`src/rtl/sc_posjug1_pkg.sv`:
```
// Shared types and constants for the player-1 position writer and its prescaler.
package sc_posjug1_pkg;

  typedef enum logic [1:0] {
    PLAY     = 2'b00,
    HIT      = 2'b01,
    GAMEOVER = 2'b10
  } state_e;

  localparam int unsigned POS_WIDTH   = 8;
  localparam int unsigned LANE_LO_BIT = 4;
  localparam int unsigned LANE_HI_BIT = 7;
  localparam int unsigned START_BIT_D = 4;

  // Counter width able to hold 0..n-1, never narrower than one bit.
  function automatic int unsigned cnt_width(input int unsigned n);
    return (n > 1) ? $clog2(n) : 1;
  endfunction

endpackage

```
`src/rtl/sc_posjug1_if.sv`:
```
// Button, collision and status bus between the player-1 writer and its environment.
interface sc_posjug1_if #(
  parameter int unsigned DATAWIDTH   = 8,
  parameter int unsigned LIVES_WIDTH = 2
);
  logic                   SC_PosJUG1_left_In;
  logic                   SC_PosJUG1_right_In;
  logic                   SC_PosJUG1_restart_In;
  logic                   SC_PosJUG1_collision_InLow;
  logic [DATAWIDTH-1:0]   SC_PosJUG1_posjug1_OutBUS;
  logic [LIVES_WIDTH-1:0] SC_PosJUG1_lives_OutBUS;
  logic                   SC_PosJUG1_hit_Out;
  logic                   SC_PosJUG1_gameover_Out;

  modport master (
    input  SC_PosJUG1_left_In,
    input  SC_PosJUG1_right_In,
    input  SC_PosJUG1_restart_In,
    input  SC_PosJUG1_collision_InLow,
    output SC_PosJUG1_posjug1_OutBUS,
    output SC_PosJUG1_lives_OutBUS,
    output SC_PosJUG1_hit_Out,
    output SC_PosJUG1_gameover_Out
  );

  modport slave (
    output SC_PosJUG1_left_In,
    output SC_PosJUG1_right_In,
    output SC_PosJUG1_restart_In,
    output SC_PosJUG1_collision_InLow,
    input  SC_PosJUG1_posjug1_OutBUS,
    input  SC_PosJUG1_lives_OutBUS,
    input  SC_PosJUG1_hit_Out,
    input  SC_PosJUG1_gameover_Out
  );
endinterface

```
`src/rtl/sc_posjug1_tick_prescaler.sv`:
```
// Free-running divider emitting a one-cycle tick every PRESCALER_MAX clocks.
module sc_tick_prescaler
  import sc_posjug1_pkg::*;
#(
  parameter int unsigned PRESCALER_MAX = 25000000
) (
  input  logic clk_i,
  input  logic rst_i,
  output logic tick_o
);

  localparam int unsigned CW = cnt_width(PRESCALER_MAX);
  localparam logic [CW-1:0] LAST = CW'(PRESCALER_MAX - 1);

  logic [CW-1:0] cnt_q, cnt_d;

  assign tick_o = (cnt_q == LAST);
  assign cnt_d  = tick_o ? '0 : cnt_q + 1'b1;

  always_ff @(posedge clk_i) begin
    if (rst_i) cnt_q <= '0;
    else       cnt_q <= cnt_d;
  end

endmodule

```
`src/rtl/sc_posjug1_writer.sv`:
```
// Player-1 position writer: tick-rate-limited moves, lives, post-hit hold, game-over.
// Optional macro SC_POSJUG1_BLINK_EN blanks the position output on alternate HIT ticks.
module sc_posjug1_writer
  import sc_posjug1_pkg::*;
#(
  parameter int unsigned DATAWIDTH     = POS_WIDTH,
  parameter int unsigned LANE_LO       = LANE_LO_BIT,
  parameter int unsigned LANE_HI       = LANE_HI_BIT,
  parameter int unsigned START_BIT     = START_BIT_D,
  parameter int unsigned PRESCALER_MAX = 25000000,
  parameter int unsigned HIT_HOLD      = 4,
  parameter int unsigned LIVES         = 3,
  parameter int unsigned LIVES_WIDTH   = 2
) (
  input  logic         SC_PosJUG1_CLOCK_50,
  input  logic         SC_PosJUG1_RESET_InHigh,
  sc_posjug1_if.master bus
);

  localparam int unsigned HOLD_W = cnt_width(HIT_HOLD);
  localparam logic [HOLD_W-1:0]      HOLD_LAST  = HOLD_W'(HIT_HOLD - 1);
  localparam logic [DATAWIDTH-1:0]   START_POS  = DATAWIDTH'(1) << START_BIT;
  localparam logic [LIVES_WIDTH-1:0] LIVES_INIT = LIVES_WIDTH'(LIVES);

  state_e                 state_q, state_d;
  logic [DATAWIDTH-1:0]   pos_q, pos_d;
  logic [LIVES_WIDTH-1:0] lives_q, lives_d;
  logic [HOLD_W-1:0]      hold_q, hold_d;
  logic                   hit_q, hit_d;
  logic                   tick;
  logic                   hit_exit;
  logic                   mv_left, mv_right;

  sc_tick_prescaler #(
    .PRESCALER_MAX(PRESCALER_MAX)
  ) u_prescaler (
    .clk_i (SC_PosJUG1_CLOCK_50),
    .rst_i (SC_PosJUG1_RESET_InHigh),
    .tick_o(tick)
  );

  assign hit_exit = tick && (hold_q == HOLD_LAST);
  assign mv_left  = bus.SC_PosJUG1_left_In  && !bus.SC_PosJUG1_right_In;
  assign mv_right = bus.SC_PosJUG1_right_In && !bus.SC_PosJUG1_left_In;

  always_comb begin
    state_d = state_q;
    pos_d   = pos_q;
    lives_d = lives_q;
    hold_d  = hold_q;
    hit_d   = 1'b0;
    unique case (state_q)
      PLAY: begin
        // Collision wins over a move even on a tick cycle.
        if (!bus.SC_PosJUG1_collision_InLow) begin
          lives_d = (lives_q != '0) ? lives_q - 1'b1 : '0;
          hit_d   = 1'b1;
          hold_d  = '0;
          state_d = HIT;
        end else if (tick) begin
          if (mv_left && !pos_q[LANE_HI])       pos_d = pos_q << 1;
          else if (mv_right && !pos_q[LANE_LO]) pos_d = pos_q >> 1;
        end
      end
      HIT: begin
        if (hit_exit) begin
          if (lives_q == '0) begin
            state_d = GAMEOVER;
          end else begin
            pos_d   = START_POS;
            state_d = PLAY;
          end
        end else if (tick) begin
          hold_d = hold_q + 1'b1;
        end
      end
      GAMEOVER: begin
        if (bus.SC_PosJUG1_restart_In) begin
          lives_d = LIVES_INIT;
          pos_d   = START_POS;
          state_d = PLAY;
        end
      end
      default: state_d = PLAY;
    endcase
  end

  always_ff @(posedge SC_PosJUG1_CLOCK_50) begin
    if (SC_PosJUG1_RESET_InHigh) begin
      state_q <= PLAY;
      pos_q   <= START_POS;
      lives_q <= LIVES_INIT;
      hold_q  <= '0;
      hit_q   <= 1'b0;
    end else begin
      state_q <= state_d;
      pos_q   <= pos_d;
      lives_q <= lives_d;
      hold_q  <= hold_d;
      hit_q   <= hit_d;
    end
  end

`ifdef SC_POSJUG1_BLINK_EN
  logic blank_q, blank_d;

  // Blank phase toggles per HIT tick; the leaving tick forces the real position back.
  always_comb begin
    blank_d = 1'b0;
    if (state_q == HIT && tick && !hit_exit) blank_d = ~blank_q;
    else if (state_q == HIT)                 blank_d = blank_q && !hit_exit;
  end

  always_ff @(posedge SC_PosJUG1_CLOCK_50) begin
    if (SC_PosJUG1_RESET_InHigh) blank_q <= 1'b0;
    else                         blank_q <= blank_d;
  end

  assign bus.SC_PosJUG1_posjug1_OutBUS = blank_q ? '0 : pos_q;
`else
  assign bus.SC_PosJUG1_posjug1_OutBUS = pos_q;
`endif

  assign bus.SC_PosJUG1_lives_OutBUS = lives_q;
  assign bus.SC_PosJUG1_hit_Out      = hit_q;
  assign bus.SC_PosJUG1_gameover_Out = (state_q == GAMEOVER);

endmodule

```
`src/flat_wrapper.sv`:
```
// flat-port wrapper written by rule: the top's interface ports become plain ports
module sc_posjug1_writer_flat import sc_posjug1_pkg::*;
#(
  parameter int unsigned DATAWIDTH     = POS_WIDTH,
  parameter int unsigned LANE_LO       = LANE_LO_BIT,
  parameter int unsigned LANE_HI       = LANE_HI_BIT,
  parameter int unsigned START_BIT     = START_BIT_D,
  parameter int unsigned PRESCALER_MAX = 25000000,
  parameter int unsigned HIT_HOLD      = 4,
  parameter int unsigned LIVES         = 3,
  parameter int unsigned LIVES_WIDTH   = 2
)
  (SC_PosJUG1_CLOCK_50, SC_PosJUG1_RESET_InHigh, bus_SC_PosJUG1_left_In, bus_SC_PosJUG1_right_In, bus_SC_PosJUG1_restart_In, bus_SC_PosJUG1_collision_InLow, bus_SC_PosJUG1_posjug1_OutBUS, bus_SC_PosJUG1_lives_OutBUS, bus_SC_PosJUG1_hit_Out, bus_SC_PosJUG1_gameover_Out);
  sc_posjug1_if #(.DATAWIDTH(DATAWIDTH), .LIVES_WIDTH(LIVES_WIDTH)) bus_i ();
  input  logic SC_PosJUG1_CLOCK_50;
  input  logic SC_PosJUG1_RESET_InHigh;
  input wire logic [$bits(bus_i.SC_PosJUG1_left_In)-1:0] bus_SC_PosJUG1_left_In;
  input wire logic [$bits(bus_i.SC_PosJUG1_right_In)-1:0] bus_SC_PosJUG1_right_In;
  input wire logic [$bits(bus_i.SC_PosJUG1_restart_In)-1:0] bus_SC_PosJUG1_restart_In;
  input wire logic [$bits(bus_i.SC_PosJUG1_collision_InLow)-1:0] bus_SC_PosJUG1_collision_InLow;
  output wire logic [$bits(bus_i.SC_PosJUG1_posjug1_OutBUS)-1:0] bus_SC_PosJUG1_posjug1_OutBUS;
  output wire logic [$bits(bus_i.SC_PosJUG1_lives_OutBUS)-1:0] bus_SC_PosJUG1_lives_OutBUS;
  output wire logic [$bits(bus_i.SC_PosJUG1_hit_Out)-1:0] bus_SC_PosJUG1_hit_Out;
  output wire logic [$bits(bus_i.SC_PosJUG1_gameover_Out)-1:0] bus_SC_PosJUG1_gameover_Out;
  assign bus_i.SC_PosJUG1_left_In = bus_SC_PosJUG1_left_In;
  assign bus_i.SC_PosJUG1_right_In = bus_SC_PosJUG1_right_In;
  assign bus_i.SC_PosJUG1_restart_In = bus_SC_PosJUG1_restart_In;
  assign bus_i.SC_PosJUG1_collision_InLow = bus_SC_PosJUG1_collision_InLow;
  assign bus_SC_PosJUG1_posjug1_OutBUS = bus_i.SC_PosJUG1_posjug1_OutBUS;
  assign bus_SC_PosJUG1_lives_OutBUS = bus_i.SC_PosJUG1_lives_OutBUS;
  assign bus_SC_PosJUG1_hit_Out = bus_i.SC_PosJUG1_hit_Out;
  assign bus_SC_PosJUG1_gameover_Out = bus_i.SC_PosJUG1_gameover_Out;
  sc_posjug1_writer #(.DATAWIDTH(DATAWIDTH), .LANE_LO(LANE_LO), .LANE_HI(LANE_HI), .START_BIT(START_BIT), .PRESCALER_MAX(PRESCALER_MAX), .HIT_HOLD(HIT_HOLD), .LIVES(LIVES), .LIVES_WIDTH(LIVES_WIDTH)) u_core (.SC_PosJUG1_CLOCK_50(SC_PosJUG1_CLOCK_50), .SC_PosJUG1_RESET_InHigh(SC_PosJUG1_RESET_InHigh), .bus(bus_i));
endmodule
```
`config.mk`:
```
export PLATFORM = sky130hd
export DESIGN_NAME = sc_posjug1_writer_flat
export DESIGN_NICKNAME = d
export VERILOG_FILES = /design/src/rtl/sc_posjug1_pkg.sv /design/src/rtl/sc_posjug1_if.sv /design/src/rtl/sc_posjug1_tick_prescaler.sv /design/src/rtl/sc_posjug1_writer.sv /design/src/flat_wrapper.sv
export SDC_FILE = /design/constraint.sdc
export NUM_CORES = 1
export LEC_CHECK = 0
export CAP_MARGIN = 10
export CORE_ASPECT_RATIO = 0.7
export CORE_UTILIZATION = 31
export DETAILED_ROUTE_END_ITERATION = 8
export PLACE_DENSITY = 0.56
export SLEW_MARGIN = 0
export SYNTH_ARGS = -nofsm -noshare
export SYNTH_HDL_FRONTEND = slang
export SYNTH_SLANG_ARGS = --single-unit
export TNS_END_PERCENT = 30
```
`constraint.sdc`:
```
create_clock -name SC_PosJUG1_CLOCK_50 -period 2.4 [get_ports SC_PosJUG1_CLOCK_50]
set_input_delay 0.24 -clock SC_PosJUG1_CLOCK_50 [delete_from_list [all_inputs] [get_ports SC_PosJUG1_CLOCK_50]]
set_output_delay 0.24 -clock SC_PosJUG1_CLOCK_50 [all_outputs]
set_load 0.03 [all_outputs]
```
==> flow_summary.toml <==
[timing]
fin_tns_setup_ns = 0
maxSlewHeadroom_pct = 60.34
worst_pin_slew_ns = 0.5887
fmax_mhz = 488.4
finalCritPeriodShare_pct = 85.31
setup_violations = 0
finClkSkew_ns = 0.008872
rsz0062_at_grt = "no"
slew_violations = 0
final-hold-violation-count = 0
period_minus_slack_ns = 2.047

[placement]
dp.final_hpwl_um = 2856
port_buffers = 17
place_congestion = 0.7130

[cells_and_area]
syn_to_final_growth_pct = 20.74
antennaDiodeCount = 0
drive_above_1_share_pct = 7.143
final_common_cell = "dfxtp_1"
mostFrequentLayoutCells = "dfxtp_1 (40), nor2_1 (31), xor2_1 (19), clkdlybuf4s50_1 (17)"
fin_nets = 250
fin_util_pct = 39.64

[flow_run]
max_cap_viol_count = 0

[yosys]
synth_seq_cells = 40
synth_edf_count = 0
yosysWarnings = 0
synth_nets = 228
netlist_area_mm2 = 0.001918
yosysUniqueCellTypes = 37
avgSynthCellArea_um2 = 8.921
synth_cells = 215
async_flop_share_pct = 0
seq_area_frac_synth_pct = 41.75
ys.flop_type = "dfxtp_1"

[cts]
cts_tree = "built"
cts_hold_buf = 0
clk_pin_slew_ns = 0.08
cts-htree-levels = 2
clock_latency_ns = 0.30
cts_buffer_depth = 2
cts-root-buf = "clkbuf_8"
clkSinkCount = 40
cts_resized = 0
cts_buffers = 5
post_cts_buffers = 0

[pwr]
power_density_mw_per_mm2 = 708.2
irDropWorstVdd_mv = 0.2940
power_leakage_uw = 0.0008567

[hold_path]
hp-class = "reg -> reg"

[floorplan]
chipHeight_um = 67.81
dieArea_mm2 = 0.006511
die_x_um = 96.02
ioPinCount = 18
coreArea_mm2 = 0.005842
start_util_pct = 32.83
fp-row-count = 23

[global_routing]
grt_use_met1_pct = 20.90
use_met3_pct = 3.333
grt_use_met2_pct = 18.62
gr-max-usage-layer = "met1"
grtUsageTotal_pct = 14.05
overflow = 0
grt_antenna_before_repair = 0
grt_pass1_wl_um = 6955
grt_pass1_vias = 1445
grt_max_degree = 26

[detailed_routing]
drt-vias-per-instance = 4.981
drtPass1Iterations = 5
drt_iter0_markers = 75
remaining_drc_errors = 0
routed_wl_um = 4016
ant_nets = 0
wl_per_cell_um = 12.83
num_vias = 1559

[critical_path]
critPathKind = "reg -> reg"
cp.required_ns = 2.59
startpoint_type = "flop"
crit_path_end_kind = "flop"
arrival_ns = 2.24
crit_fanout = 8

[run_status]
outcome = "finished clean"
per-stage QoR:
stage	power (µW)	hold WS, ns	std cells	setup slack [ns]	instance area (µm²)
after CTS	1656	0.4894	313	0.3403	2316
final	1640	0.4877	313	0.3526	2316
after global placement	1041	0.4575	305	0.1691	2190
after detailed placement	1043	0.4689	305	0.1383	2190
after global routing	1722	0.5181	313	0.1452	2316
after floorplan	935.9	0.4378	215	0.4106	1918
cell families after synthesis:
kind of cell	share of synthesized area [%]
and+or+nand+nor	24.92
AOI/OAI and AO/OA	10.96
adders and majority gates	4.566
xor gates and xnor gates	10.50
buffers and inverters	4.697
DFF	41.75
muxes	2.609
layout make-up:
| cell class | instances | area, µm² |
|---|---|---|
| fillers | 595 | 3526 |
| multi-input cells | 153 | 1027 |
| flip-flops and latches | 40 | 800.8 |
| repair buffers | 23 | 215.2 |
| clock buffers | 7 | 96.34 |
| well taps | 75 | 93.84 |
| inverters | 14 | 52.55 |
| clock inverters | 1 | 30.03 |
where the power goes:
| group | switching (µW) | internal [µW] |
|---|---|---|
| registers | 35.0 | 693 |
| clock network | 243 | 367 |
| logic | 181 | 121 |
synth_stat cells (3+ instances only):
master,number,share of area [%]
dfxtp_1,40,42
xor2_1,19,8.7
clkbuf_1,7,1.4
xnor2_1,4,1.8
mux2i_1,5,2.6
nor2_1,31,6.1
ha_1,7,4.6
nand2_1,13,2.5
nand3_1,6,1.6
nand2b_1,4,1.3
and4_1,5,2.3
o32ai_1,6,2.7
nand4_1,14,4.6
o21ai_0,4,1.0
a21oi_1,5,1.3
a31oi_1,3,0.98
and3_1,3,0.98
inv_1,14,2.7
path summary, 6_finish.rpt:
check,start,to,slack (ns),cells after the start
hold / removal,u_core.u_prescaler.cnt_q[0],u_core.u_prescaler.cnt_q[0],0.49,1
setup / recovery,u_core.u_prescaler.cnt_q[0],u_core.bus.SC_PosJUG1_posjug1_OutBUS[4],0.35,6
setup reg to reg,u_core.u_prescaler.cnt_q[0],u_core.bus.SC_PosJUG1_posjug1_OutBUS[4],0.35,6
hold reg to reg,u_core.u_prescaler.cnt_q[0],u_core.u_prescaler.cnt_q[0],0.49,1
critical path, stage by stage, from the launching register on:
cell and delay (ns):
dfxtp_1 0.40, ha_1 0.23, nand2_1 0.12, nor2_1 0.19, a41oi_1 0.18, a2111o_1 0.58
o32a_2 0.23
layer usage:
| layer | up-vias | part of all wire (%) |
|---|---|---|
| met1 | 730 | 56 |
| met2 | 17 | 39 |
| met4 | 0 | 2.0 |
| li1 | 804 | - |
| met5 | - | 0 |
| met3 | 8 | 3.2 |
sequential cells by signal (all words and copies together), names as in the netlist:
register                              flops
u_core.bus.SC_PosJUG1_hit_Out             1
u_core.state_q                            2
u_core.u_prescaler.cnt_q                 25
u_core.bus.SC_PosJUG1_lives_OutBUS        2
u_core.hold_q                             2
u_core.bus.SC_PosJUG1_posjug1_OutBUS      8
Note: power is estimated with default switching activity, not from simulation.
